===== config.mk =====
export PLATFORM = sky130hd
export DESIGN_NAME = alu_cmd_sequencer
export DESIGN_NICKNAME = d
export VERILOG_FILES = /design/src/rtl/alu_cmd_sequencer.sv
export SDC_FILE = /design/constraint.sdc
export NUM_CORES = 1
export LEC_CHECK = 0
export ABC_AREA = 1
export BUFFER_PORTS_ARGS = -buffer_cell sky130_fd_sc_hd__buf_2
export CORE_AREA = 2 2 310 312
export DETAILED_ROUTE_END_ITERATION = 16
export DIE_AREA = 0 0 312 314
export PLACE_DENSITY_LB_ADDON = 0.2
export SETUP_SLACK_MARGIN = 0.5
export SYNTH_ARGS = -nofsm -noshare
export SYNTH_HDL_FRONTEND = slang
export SYNTH_SLANG_ARGS = --single-unit

===== constraint.sdc =====
create_clock -name clk -period 8.5 [get_ports clk]
set_input_delay 1.7 -clock clk [delete_from_list [all_inputs] [get_ports clk]]
set_output_delay 1.7 -clock clk [all_outputs]
set_load 0.02 [all_outputs]

===== src/rtl/alu_cmd_sequencer.sv =====
// alu_cmd_sequencer
//   Command-side initiator for the combinational ALU. Accepts one request at a
//   time over a valid/ready channel, registers it onto the alu_* ports, captures
//   the ALU result/carry one cycle later and queues a tagged response in a small
//   in-order FIFO. Upstream and downstream backpressure never reach the ALU.
//
// Ports
//   clk, rst_n        clock (rising edge), asynchronous active-low reset
//   cmd_valid/ready   request handshake; cmd_opcode, cmd_a, cmd_b, cmd_shift,
//                     cmd_tag form the request payload
//   alu_opcode, alu_input1, alu_input2, alu_shift_value
//                     registered operation driven to the ALU
//   alu_result, alu_carry
//                     combinational ALU outputs, sampled at the end of ISSUE
//   rsp_valid/ready   response handshake; rsp_result, rsp_carry, rsp_illegal,
//                     rsp_tag reflect the FIFO head
module alu_cmd_sequencer #(
  parameter int unsigned WIDTH     = 128,
  parameter int unsigned SHIFT_W   = 5,
  parameter int unsigned TAG_W     = 4,
  parameter int unsigned RSP_DEPTH = 4
) (
  input  logic               clk,
  input  logic               rst_n,
  input  logic               cmd_valid,
  output logic               cmd_ready,
  input  logic [3:0]         cmd_opcode,
  input  logic [WIDTH-1:0]   cmd_a,
  input  logic [WIDTH-1:0]   cmd_b,
  input  logic [SHIFT_W-1:0] cmd_shift,
  input  logic [TAG_W-1:0]   cmd_tag,
  output logic [3:0]         alu_opcode,
  output logic [WIDTH-1:0]   alu_input1,
  output logic [WIDTH-1:0]   alu_input2,
  output logic [SHIFT_W-1:0] alu_shift_value,
  input  logic [WIDTH-1:0]   alu_result,
  input  logic               alu_carry,
  output logic               rsp_valid,
  input  logic               rsp_ready,
  output logic [WIDTH-1:0]   rsp_result,
  output logic               rsp_carry,
  output logic               rsp_illegal,
  output logic [TAG_W-1:0]   rsp_tag
);

  localparam int unsigned PTR_W = (RSP_DEPTH > 1) ? $clog2(RSP_DEPTH) : 1;
  localparam logic [PTR_W:0] FULL_COUNT = (PTR_W + 1)'(RSP_DEPTH);

  typedef enum logic {
    IDLE,
    ISSUE
  } state_t;

  typedef enum logic [3:0] {
    OP_ADD = 4'd0,
    OP_SUB = 4'd1,
    OP_AND = 4'd2,
    OP_OR  = 4'd3,
    OP_SLL = 4'd4
  } opcode_t;

  state_t state, state_next;

  logic [TAG_W-1:0] tag_q;
  logic             illegal_q;
  logic             accept;
  logic             push;
  logic             pop;
  logic             cmd_legal;
  logic             carry_in;

  logic [WIDTH-1:0] mem_result  [RSP_DEPTH];
  logic             mem_carry   [RSP_DEPTH];
  logic             mem_illegal [RSP_DEPTH];
  logic [TAG_W-1:0] mem_tag     [RSP_DEPTH];

  logic [PTR_W-1:0] wr_ptr;
  logic [PTR_W-1:0] rd_ptr;
  logic [PTR_W:0]   count;

  // ---------------------------------------------------------------------------
  // FSM: state register
  // ---------------------------------------------------------------------------
  always_ff @(posedge clk or negedge rst_n) begin
    if (!rst_n) begin
      state <= IDLE;
    end else begin
      state <= state_next;
    end
  end

  // FSM: next state
  always_comb begin
    state_next = state;
    unique case (state)
      IDLE:    if (accept) state_next = ISSUE;
      ISSUE:   state_next = IDLE;
      default: state_next = IDLE;
    endcase
  end

  // FSM: outputs. ready depends only on registered state and count, so no
  // combinational path exists from cmd_* or rsp_ready to any output.
  always_comb begin
    cmd_ready = 1'b0;
    push      = 1'b0;
    unique case (state)
      IDLE:    cmd_ready = (count < FULL_COUNT);
      ISSUE:   push      = 1'b1;
      default: ;
    endcase
  end

  assign accept    = cmd_valid && cmd_ready;
  assign pop       = rsp_valid && rsp_ready;
  assign cmd_legal = (cmd_opcode <= OP_SLL);

  // ---------------------------------------------------------------------------
  // Issue registers: hold their last values while IDLE. Illegal requests drive
  // a harmless all-zero operation so the ALU never sees an undefined opcode.
  // ---------------------------------------------------------------------------
  always_ff @(posedge clk or negedge rst_n) begin
    if (!rst_n) begin
      alu_opcode      <= '0;
      alu_input1      <= '0;
      alu_input2      <= '0;
      alu_shift_value <= '0;
      tag_q           <= '0;
      illegal_q       <= 1'b0;
    end else if (accept) begin
      tag_q     <= cmd_tag;
      illegal_q <= !cmd_legal;
      if (cmd_legal) begin
        alu_opcode      <= cmd_opcode;
        alu_input1      <= cmd_a;
        alu_input2      <= cmd_b;
        alu_shift_value <= cmd_shift;
      end else begin
        alu_opcode      <= '0;
        alu_input1      <= '0;
        alu_input2      <= '0;
        alu_shift_value <= '0;
      end
    end
  end

  // Carry is meaningful only for ADD/SUB; an illegal request also decodes as
  // opcode 0 on the ALU port, so the illegal flag must mask it explicitly.
  assign carry_in = !illegal_q &&
                    ((alu_opcode == OP_ADD) || (alu_opcode == OP_SUB)) &&
                    alu_carry;

  // ---------------------------------------------------------------------------
  // Response FIFO
  // ---------------------------------------------------------------------------
  always_ff @(posedge clk) begin
    if (push) begin
      mem_result[wr_ptr]  <= illegal_q ? '0 : alu_result;
      mem_carry[wr_ptr]   <= carry_in;
      mem_illegal[wr_ptr] <= illegal_q;
      mem_tag[wr_ptr]     <= tag_q;
    end
  end

  always_ff @(posedge clk or negedge rst_n) begin
    if (!rst_n) begin
      wr_ptr <= '0;
      rd_ptr <= '0;
      count  <= '0;
    end else begin
      if (push) wr_ptr <= wr_ptr + PTR_W'(1);
      if (pop)  rd_ptr <= rd_ptr + PTR_W'(1);
      if (push && !pop)      count <= count + (PTR_W + 1)'(1);
      else if (pop && !push) count <= count - (PTR_W + 1)'(1);
    end
  end

  // Storage is not reset; gating with rsp_valid keeps rsp_* at zero when empty.
  assign rsp_valid   = (count != '0);
  assign rsp_result  = rsp_valid ? mem_result[rd_ptr]  : '0;
  assign rsp_carry   = rsp_valid ? mem_carry[rd_ptr]   : 1'b0;
  assign rsp_illegal = rsp_valid ? mem_illegal[rd_ptr] : 1'b0;
  assign rsp_tag     = rsp_valid ? mem_tag[rd_ptr]     : '0;

endmodule


==> results of run 1 <==
## worst max-delay path: stages, from the launching register on
cell and delay (ps):
dfrtp_4 650, inv_8 690, buf_4 870, nand2_1 140, nand3_1 120, a21oi_1 90
buf_2 230
## per-layer routing
layer | vias to the layer above | track usage (%) | wire (um)
li1 | 13783 | - | -
met1 | 13133 | 26.82 | 44230
met2 | 840 | 37.89 | 54280
met3 | 209 | 5.718 | 8163
met4 | 4 | 7.430 | 3580
met5 | - | 0 | 25
## cells in the mapped netlist
library cell     n
buf_2          111
nand4_1          2
xnor2_1          2
nand2_2          2
edfxtp_1       536
inv_2            6
fa_1             1
o21ai_0          3
ha_1             5
dfrtp_1        278
nand3b_1         1
clkbuf_1        53
nand2_1       1360
a21oi_1        134
xor2_1           1
buf_1            5
inv_1          937
nor2_4           1
nand3_1        270
buf_6           31
nor3_1           1
a21oi_2          1
buf_4            5
nor2_1         393
## path summary, 6_finish.rpt
check	from	to	cells after the start
min reg2reg	alu_input1[108]	alu_input1[108]	2
max in group asynchronous	rst_n	illegal_q	2
max reg2reg	wr_ptr[1]	mem_result[1][78]	5
min	alu_input1[108]	alu_input1[108]	2
min in group asynchronous	rst_n	alu_input1[81]	1
max	rd_ptr[0]	rsp_result[71]	6
## flip-flops by register name (all words and copies together), names as in the netlist, 4 cells and up
name	count
mem_result	512
alu_input1	128
alu_input2	128
mem_tag	16
alu_shift_value	5
alu_opcode	4
mem_carry	4
mem_illegal	4
tag_q	4
## stage by stage
stage / setup WS [ps] / util [%]
after detailed placement: 3734 / 43.68
after global placement: 3800 / 43.68
after global routing: 2794 / 46.76
after CTS: 3011 / 46.73
after floorplan: 4770 / -
final: 2991 / 46.77
## kinds of logic after synthesis
logic type | after synthesis
and+or+nand+nor | 2030
buffers and inverters | 1148
DFF | 814
AOI/OAI and AO/OA | 138
adders and majority gates | 6
xor gates and xnor gates | 3
## area by class of cell
class	count	share of cell area, %
Multi-Input combinational cell	2177	19.93
Tap cell	1265	3.583
Timing Repair Buffer	823	9.580
Sequential cell	814	52.21
Clock inverter	51	1.054
Antenna cell	16	0.09064
Clock buffer	111	5.458
Inverter	943	8.087
## power groups by stage
| stage | clock (mW) | combinational, mW | sequential (mW) |
|---|---|---|---|
| floorplan | 0 | 3.51 | 6.28 |
| global placement | 0 | 6.14 | 5.85 |
| detailed placement | 0 | 6.19 | 5.85 |
| CTS | 3.92 | 6.20 | 5.80 |
| global route | 4.08 | 6.66 | 5.90 |
| finish | 3.83 | 6.10 | 5.80 |
## cells in the final DEF, fill, tap and decap left out, drive strengths merged
| cell | netlist | layout |
|---|---|---|
| a21oi | 135 | 135 |
| buf | 152 | 823 |
| bufinv | 0 | 7 |
| clkbuf | 53 | 111 |
| clkinv | 0 | 37 |
| clkinvlp | 0 | 3 |
| dfrtp | 278 | 278 |
| diode | 0 | 16 |
| edfxtp | 536 | 536 |
| fa | 1 | 1 |
| ha | 5 | 5 |
| inv | 943 | 947 |
| nand2 | 1362 | 1362 |
| nand3 | 270 | 270 |
| nand3b | 1 | 1 |
| nand4 | 2 | 2 |
| nor2 | 394 | 394 |
| nor3 | 1 | 1 |
| o21ai | 3 | 3 |
| xnor2 | 2 | 2 |
| xor2 | 1 | 1 |
==> reports/qor.csv, run 1 <==
stage;metric;value;unit
pwr;Psw;6.503;mW
global_routing;number of global-route vias before repair;26698;
yosys;area share of and/or/nand/nor cells after synthesis;21.84;%
worst_setup_path;Worst R2R Setup Slack;5730;ps
pwr;share of power burned in registers;36.9;%
finish;# fillers;9288;
finish;Area Growth Syn to Fin;20.90;%
pwr;Sw Ratio;41.34;%
timing;Finish-stage setup viols;0;
timing;Setup TNS Final;0;ps
clocking;clock root buffer;clkbuf_16;
yosys;Post-Syn Area per Cell;8.827;um2
global_routing;first-pass GRT wire length;164.3;mm
yosys;Synth Area in Compound Gates;1.901;%
yosys;Mapped Nets;4547;
detailed_routing;DRC;0;
worst_setup_path;Critical Path RT;6800;ps
yosys;Yosys reg bits;814;
worst_setup_path;Worst Setup End Kind;output pin;
worst_setup_path;Worst Path Max Fanout;184;
finish;area of the multi-input gates;8805;um2
floorplanning;Die W;312;um
worst_setup_path;CP arrival;3810;ps
finish;Design Area, Final;44170;um2
yosys;sequential area share after synthesis;63.10;%
global_routing;largest net degree at the start of global routing;233;
timing;RSZ-0062 raised after global routing;false;
yosys;Netlist Area Pre-Place;36540;um2
timing;fin. max-slew vios;0;
placed_design;gpl congestion;0.8596;
pwr;Peak VDD IR;0.2149;mV
clocking;H-tree depth;3;
timing;period utilization;64.81;%
floorplanning;Initial Utilization;38.68;%
placed_design;placed cell count;6022;
finish;share of post-route cells with drive strength above 1;19.70;%
global_routing;gr usage total;22.00;%
clocking;clock sink total;814;
global_routing;Remaining Overflow, GRT;0;
floorplanning;Die ar.;97970;um2
clocking;Post-CTS Hold Buffers;0;
global_routing;initial antenna violation count;45;
floorplanning;CORE AREA;94450;um2
timing;Rel. slew slack;16.28;%
timing;minimum clock period;5509;ps
pwr;Tot Pwr;15.73;mW
pwr;Clock power frac;24.3;%
timing;final hold slack;472.0;ps
finish;nets;5257;
pwr;power density over the cells;356.1;nW/um2
detailed_routing;Routed WL;110.3;mm
clocking;Max clock buf depth;3;
clocking;Worst-path clk slew;60;ps
timing;final hold vios;0;
detailed_routing;initial DRC count;1911;
yosys;Distinct cells, synth;24;
pwr;LEAKAGE;23.79;nW
yosys;xor-xnor portion of the synthesized cell area;0.07192;%
yosys;Synth top area share;44.05;%
clocking;CTS tree;done;
job;max-cap violations;0;
clocking;post-CTS setup buffers;0;
clocking;cts bufs inserted;90;
floorplanning;io pins;803;
yosys;cell taking the most area after synthesis;edfxtp_1;
timing;clk_skew;24.01;ps
finish;Reg area;23060;um2
yosys;post-synthesis cell count;4139;
floorplanning;Die H;314;um
pwr;Internal Power;9.228;mW
detailed_routing;Vias/cell;4.511;
worst_hold_path;class of the worst hold path;flip-flop to flip-flop;
yosys;main combinational cell family by area after synthesis;simple AND/OR/NAND/NOR gates;
timing;worst-margin pin slew;1256;ps
timing;fmax;181.5;MHz
detailed_routing;via count;27969;
clocking;post-cts repair resize count;0;
detailed_routing;total iterations of the first detailed-routing run;5;
yosys;Synth Area in Adders;0.2260;%
worst_setup_path;startpoint types;flip-flop;
detailed_routing;Antenna Nets Post-Route;0;
pwr;Comb power frac;38.8;%
placed_design;placement-stage cell area;41250;um2
clocking;Clock Latency Late Sink;640;ps
yosys;Synth area leaders;edfxtp_1 (44%), dfrtp_1 (19%), nand2_1 (14%);
yosys;fraction of synthesized area in multiplexers;0;%
worst_setup_path;critical path class;flip-flop to output pin;
placed_design;Final HPWL DP;72.13;mm
detailed_routing;Routed WL per cell;17.79;um
outcome;status;completed;
floorplanning;number of cell rows;113;
finish;final cell count without fillers;6200;
yosys;Yosys warnings;0;
placed_design;port bufs;802;
(Power assumes the default switching activity.)
==> inputs of run 2 (changes only) <==
- CORE_AREA: 2 2 310 312 -> 2 2 311 313
- DIE_AREA: 0 0 312 314 -> 0 0 313 315
- clock period: 8.5 -> 4.5 ns (I/O delays scaled with it)
==> run 2 against run 1 <==
Effect of this change:
- routed wire length increased by 0.64%
- setup slack lost 2300 ps
- global-route usage is 0.086 points lower
- combinational power up 92%
- sequential share of layout area is 0.64 points lower
==> reports/qor.csv, run 2 (synthesized netlist as in run 1, its figures left out) <==
stage;metric;value;unit;change
finish;Area Growth Syn to Fin;22.41;%;
detailed_routing;Routed WL per cell;17.74;um;-0.27%
finish;nets;5288;;+0.59%
timing;period utilization;83.59;%;
outcome;status;completed;;
floorplanning;CORE AREA;95710;um2;+1.3%
clocking;cts bufs inserted;90;;unchanged
worst_setup_path;critical path class;flip-flop to output pin;;
floorplanning;io pins;803;;unchanged
timing;fin. max-slew vios;0;;unchanged
global_routing;Remaining Overflow, GRT;0;;unchanged
timing;Setup TNS Final;0;ps;unchanged
finish;commonest non-fill, non-tap cell in the layout;nand2_1;;
detailed_routing;via count;28162;;+0.69%
detailed_routing;Antenna Nets Post-Route;0;;unchanged
worst_setup_path;CP arrival;2860;ps;-950 ps
finish;share of post-route cells with drive strength above 1;20.25;%;+0.55 points
timing;Finish-stage setup viols;0;;unchanged
floorplanning;Die W;313;um;+0.32%
detailed_routing;Vias/cell;4.502;;-0.21%
finish;largest registers;mem_result (512), alu_input1 (128), alu_input2 (128);;
detailed_routing;Routed WL;111.0;mm;+0.64%
worst_setup_path;Worst Path Max Fanout;51;;-72%
clocking;clock root buffer;clkbuf_16;;
pwr;Peak VDD IR;0.3627;mV;+69%
detailed_routing;DRC;0;;unchanged
worst_setup_path;startpoint types;flip-flop;;
worst_setup_path;R2R cell count;6;;+1
placed_design;Final HPWL DP;74.65;mm;+3.5%
clocking;CTS tree;done;;
clocking;Worst-path clk slew;60;ps;about the same
timing;worst-margin pin slew;1006;ps;-249.7 ps
clocking;Max clock buf depth;3;;unchanged
placed_design;placed cell count;6064;;+0.70%
clocking;Clock Latency Late Sink;670;ps;+30 ps
finish;final cell count without fillers;6256;;+0.90%
timing;final hold slack;188.2;ps;-283.8 ps
detailed_routing;initial DRC count;2020;;+5.7%
worst_setup_path;Worst Setup End Kind;output pin;;
finish;Design Area, Final;44720;um2;+1.2%
timing;fmax;265.8;MHz;
floorplanning;Die H;315;um;+0.32%
global_routing;gr usage total;21.91;%;-0.086 points
clocking;post-CTS setup buffers;0;;unchanged
floorplanning;number of cell rows;114;;+0.88%
worst_hold_path;class of the worst hold path;primary input to asynchronous set/reset pin;;
pwr;power density over the cells;674.4;nW/um2;+89%
finish;leading cell types in the layout, fill and taps excluded;nand2_1 (1360), inv_1 (933), buf_2 (801);;
clocking;clock sink total;814;;unchanged
timing;minimum clock period;3762;ps;
floorplanning;Initial Utilization;38.17;%;-0.51 points
global_routing;largest net degree at the start of global routing;113;;-52%
job;max-cap violations;0;;unchanged
global_routing;initial antenna violation count;60;;+33%
timing;final hold vios;0;;unchanged
timing;RSZ-0062 raised after global routing;false;;
placed_design;gpl congestion;0.8555;;-0.48%
global_routing;number of global-route vias before repair;26826;;+0.48%
placed_design;port bufs;802;;unchanged
finish;Largest register FFs;512;;unchanged
pwr;Tot Pwr;30.16;mW;+92%
clocking;H-tree depth;3;;unchanged
pwr;LEAKAGE;24.04;nW;+1.1%
floorplanning;Die ar.;98600;um2;+0.64%
detailed_routing;total iterations of the first detailed-routing run;5;;unchanged
timing;Rel. slew slack;32.78;%;+17 points
timing;clk_skew;35.15;ps;+11.14 ps
global_routing;first-pass GRT wire length;164.2;mm;about the same
placed_design;placement-stage cell area;41640;um2;+0.93%
finish;Biggest register;mem_result;;
worst_setup_path;Critical Path RT;3600;ps;-3200 ps
-- run 2: power breakdown --
part	switching, mW	internal, mW	total (mW)	leakage [nW]
logic	8.44	3.29	11.7	13.9
clock network	3.10	4.38	7.48	1.47
registers	0.891	10.1	11.0	8.65
-- run 2: final timing paths --
check	startpoint	slack, ps	to
setup / recovery	rd_ptr[1]	740	rsp_tag[3]
hold / removal	rst_n	190	alu_input1[74]
setup reg to reg	state	2070	alu_input2[96]
hold reg to reg	alu_input1[118]	470	alu_input1[118]
max in group asynchronous	rst_n	3340	rd_ptr[1]
min in group clk	cmd_tag[2]	460	tag_q[2]
-- run 2: repair_timing --
action                                  4_1_cts  5_1_grt
endpoints found under the setup margin        0        1
hold buffers                                  0        0
gates resized for setup                       0        1
-- run 2: worst max-delay path, stage by stage, from the launching register on --
cell     delay [ps]
dfrtp_4         750
inv_4           400
buf_12          290
nand3_1         120
a21oi_1         310
buf_2           230
-- run 2: through the flow --
| stage | utilization (%) | worst slack [ps] |
|---|---|---|
| global placement | 43.51 | 1344 |
| detailed placement | 43.51 | 1302 |
| global route | 46.70 | 557.8 |
| CTS | 46.65 | 557.4 |
| finish | 46.73 | 738.4 |
| floorplan | - | 769.6 |
-- run 2: cell type report --
type	count	area (um2)
fill	9289	50990
sequential	814	23060
multi-input combinational	2177	8805
timing repair buffer	854	4606
inverter	943	3572
clock buffer	120	2539
tap	1276	1597
clock inverter	45	473.0
antenna	27	67.56
-- run 2: per-layer routing --
| layer | GRT usage, % | wire length, um | share of wire, % | vias to the layer above |
|---|---|---|---|---|
| li1 | - | - | - | 13873 |
| met1 | 26.80 | 44240 | 40 | 13182 |
| met2 | 37.16 | 54350 | 49 | 886 |
| met3 | 5.874 | 8660 | 7.8 | 211 |
| met4 | 8.069 | 3672 | 3.3 | 10 |
| met5 | 0 | 56 | 0.050 | - |
